## src/rtl/fetch_stage.sv

```systemverilog
// fetch_stage: PC register, combinational imem fetch, small fetch queue toward decode
module fetch_stage #(
    parameter logic [31:0] RESET_PC = 32'h0000_0000,
    parameter int DEPTH = 2
) (
    input  logic        clk,
    input  logic        rst,
    output logic [31:0] imem_addr,
    input  logic [31:0] imem_rdata,
    input  logic        redirect_valid,
    input  logic [31:0] redirect_pc,
    output logic        id_valid,
    input  logic        id_ready,
    output logic [31:0] id_instr,
    output logic [31:0] id_pc,
    output logic [31:0] id_pc_plus4
);
    localparam int AW = $clog2(DEPTH);
    localparam logic [AW:0] FULL = (AW+1)'(DEPTH);
    logic [31:0] pc;
    logic [31:0] pc_plus4;
    logic [AW-1:0] head, tail;
    logic [AW:0] count;
    logic [31:0] q_pc [DEPTH];
    logic [31:0] q_pc4 [DEPTH];
    logic [31:0] q_instr [DEPTH];
    logic enq, deq;
    assign pc_plus4 = pc + 32'd4;
    assign imem_addr = pc;
    assign id_valid = count != '0;
    assign enq = !redirect_valid && count != FULL;
    assign deq = id_valid && id_ready && !redirect_valid;
    assign id_instr = id_valid ? q_instr[head] : '0;
    assign id_pc = id_valid ? q_pc[head] : '0;
    assign id_pc_plus4 = id_valid ? q_pc4[head] : '0;
    always_ff @(posedge clk) begin
        if (rst) begin
            pc <= RESET_PC;
            head <= '0;
            tail <= '0;
            count <= '0;
        end else if (redirect_valid) begin
            pc <= {redirect_pc[31:2], 2'b00};
            head <= '0;
            tail <= '0;
            count <= '0;
        end else begin
            if (enq) begin
                pc <= pc_plus4;
                tail <= tail + 1'b1;
            end
            if (deq) head <= head + 1'b1;
            count <= count + {{AW{1'b0}}, enq} - {{AW{1'b0}}, deq};
        end
    end
    always_ff @(posedge clk) begin
        if (enq) begin
            q_pc[tail] <= pc;
            q_pc4[tail] <= pc_plus4;
            q_instr[tail] <= imem_rdata;
        end
    end
endmodule

```

## config.mk

```make
export PLATFORM = sky130hd
export DESIGN_NAME = fetch_stage
export DESIGN_NICKNAME = d
export VERILOG_FILES = /design/src/rtl/fetch_stage.sv
export SDC_FILE = /design/constraint.sdc
export NUM_CORES = 1
export LEC_CHECK = 0
export BUFFER_PORTS_ARGS = -buffer_cell sky130_fd_sc_hd__buf_2
export CAP_MARGIN = 0
export CORE_MARGIN = 3
export CORE_UTILIZATION = 55
export DETAILED_ROUTE_END_ITERATION = 10
export GPL_TIMING_DRIVEN = 0
export PLACE_DENSITY = 0.82
export SYNTH_ARGS = -nofsm -noshare
export SYNTH_HDL_FRONTEND = slang
export SYNTH_SLANG_ARGS = --single-unit
```

## constraint.sdc

```tcl
create_clock -name clk -period 8.11 [get_ports clk]
set_input_delay 1.622 -clock clk [delete_from_list [all_inputs] [get_ports clk]]
set_output_delay 1.622 -clock clk [all_outputs]
set_load 0.1 [all_outputs]
```

==> flow_summary.ini <==
[clock_tree]
post_cts_buffers = 0
clock_sinks = 219
cts_tree = yes
cts-root-buf = clkbuf_16
cts.hold.buffers_added = 0
clk_pin_slew_ps = 60
clock_latency_ps = 500
cts_buffers = 22
clk_path_buf_depth = 3
htree_levels = 1
cts.repair.resized = 0

[pwr]
p_leak_nw = 4.322
pwr_density_cell_nw_per_um2 = 245.8
power.share.sequential_pct = 47.1
peakVddDrop_mv = 0.1957
p_sw_w = 0.0008261
power_frac_clock_pct = 36.1
power_frac_comb_pct = 16.8
switching_share_pct = 29.25
power.internal_w = 0.001998

[route]
ant_nets = 0
drtPass1Iterations = 5
wirelength_mm = 21.69
vias_per_cell = 5.516
route.vias.total = 6503
drcViolationCount = 0
wl_per_cell_um = 18.40
drt_iter0_markers = 528

[logic_synthesis]
synthArstFlopShare_pct = 0
synth_edf_count = 184
syn_avg_cell_area_um2 = 13.04
ys_ff_latch = 219
yosysWarningCount = 0
yosysUniqueCellTypes = 49
netlist_instances = 722
synth-seq-area-share_pct = 66.15
syn_area_um2 = 9412
synth_flop_cell = edfxtp_1

[sta]
setup_slack_ps = 3650
period_share_pct = 55.00
setup_violations = 0
final-max-slew-violation-count = 0
worst_slew_pin_slew_ps = 964.0
finalHoldViolCount = 0
fin_tns_setup_ps = 0
fmax_mhz = 224.2
post-route-min-period_ps = 4460
slew_headroom_pct = 35.24
skew_ps = 20.91
rsz0062_at_grt = false

[global_route]
antenna_found_initial = 0
grt_start_max_net_pins = 66
grt_pass1_vias = 6239
track_usage_pct = 22.47
grt_pass1_wl_mm = 32.73
grt_overflow = 0

[die]
rows = 47
core_area_um2 = 16640
dieHeight_um = 136.8
io_pins = 197
start_util_pct = 56.55
die_w_um = 136.8
die_area_um2 = 18720

[setup_path]
startpoint_type = flop
critPathMaxStageDelay_ps = 690
crit_fanout = 10
crit_type = flop to primary output
cp-end-kind = primary output
reg2reg_depth = 6
critPathArrivalTime_ps = 2840
cp_data_required_time_ps = 6490
cp_cell_sequence = clkbuf_1 > buf_1 > mux2i_1 > nor2_1 > buf_2
cp_slowest_cell = buf_1

[final_layout]
fill_cells = 1248
stdcell_count = 1179
layout_common_cells = 191 x buf_2, 184 x edfxtp_1, 127 x nor2_1
drive_gt1_share_pct = 25.86
final_util_pct = 69.04
area_growth_pct = 22.08
antenna_cells = 0
stdcell_area_um2 = 11490
nNetsFinal = 1014
final_common_cell = buf_2

[hold_path]
hold_class = flop to flop
hold_depth = 0

[placement]
hpwl_mm = 15.27
placed_area_um2 = 10750
routabilityCongestion = 0.9002
place_worst_setup_slack_ps = 4035
dp_cells = 1139
port_buffers = 188

[job]
maxCapViolCount = 0

[status]
status = complete, no violations
metrics by stage:
step / power [W] / hold slack (ps)
after detailed placement: 0.001827 / 478.2
after global routing: 0.002925 / 518.8
after CTS: 0.002841 / 494.9
final: 0.002824 / 492.6
after global placement: 0.001821 / 468.2
after floorplan: 0.001724 / 472.5
path summary, 6_finish.rpt:
path / slack, ps / end / start
setup / recovery: 3650 / id_pc[30] / flop
hold / removal: 490 / q_pc[0][10]$_DFFE_PP_ / imem_addr[10]$_SDFFE_PP0P_
setup reg to reg: 5550 / q_pc[0][20]$_DFFE_PP_ / count[0]$_SDFF_PP0_
hold reg to reg: 490 / q_pc[0][10]$_DFFE_PP_ / imem_addr[10]$_SDFFE_PP0P_
power by group through the flow:
stage	sequential (W)	clock [W]	combinational (W)
finish	0.00133	0.00102	0.000474
global route	0.00133	0.00109	0.000496
CTS	0.00133	0.00104	0.000476
detailed placement	0.00135	0	0.000475
global placement	0.00136	0	0.000463
floorplan	0.00142	0	0.000301
kinds of logic after synthesis:
| kind of cell | after synthesis | synth area share [%] |
|---|---|---|
| fa+ha+maj | 3 | 0.3989 |
| other cells | 1 | 0.03984 |
| compound gates | 57 | 4.480 |
| buf+inv | 66 | 2.924 |
| simple gates | 243 | 12.40 |
| flops | 219 | 66.15 |
| xor+xnor | 41 | 3.815 |
| mux | 92 | 9.785 |
layer usage:
metal,routed length [um],up-vias,track usage [%]
met1,8737,3054,29.68
met5,0,-,0
met4,566,0,6.874
met2,10590,297,38.01
li1,-,3101,-
met3,1801,51,4.265
Yosys cell counts, drive strengths merged, types with 11 or more instances:
cell	number	share of area [%]
and3	11	0.73
buf	15	0.88
clkbuf	41	1.6
dfxtp	35	7.4
edfxtp	184	59
mux2i	92	9.8
nand2	27	1.1
nand3	14	0.74
nand4	15	1.2
nor2	128	5.1
xnor2	24	2.2
xor2	17	1.6
final cells by class:
type	instances	area (um^2)	area share (%)
Buffer	56	237.7	2.069
Clock buffer	26	586.8	5.107
Clock inverter	14	156.4	1.361
Inverter	10	37.54	0.3267
Multi-Input combinational cell	442	2942	25.60
Sequential cell	219	6226	54.19
Tap cell	220	275.3	2.396
Timing Repair Buffer	192	1028	8.951
state kept, by name, indices dropped and copies added, names as in the netlist, named ones only:
name       cells
count          2
q_pc4         60
head           1
q_pc          60
imem_addr     30
tail           1
q_instr       64
critical path: cells and delay by family, from the launching register on:
kind          cells  cell delay (ps)
buf+inv           3             1630
flops             1              370
simple gates      1              180
mux               1              160
No activity file was read; power rests on OpenSTA's default activity.
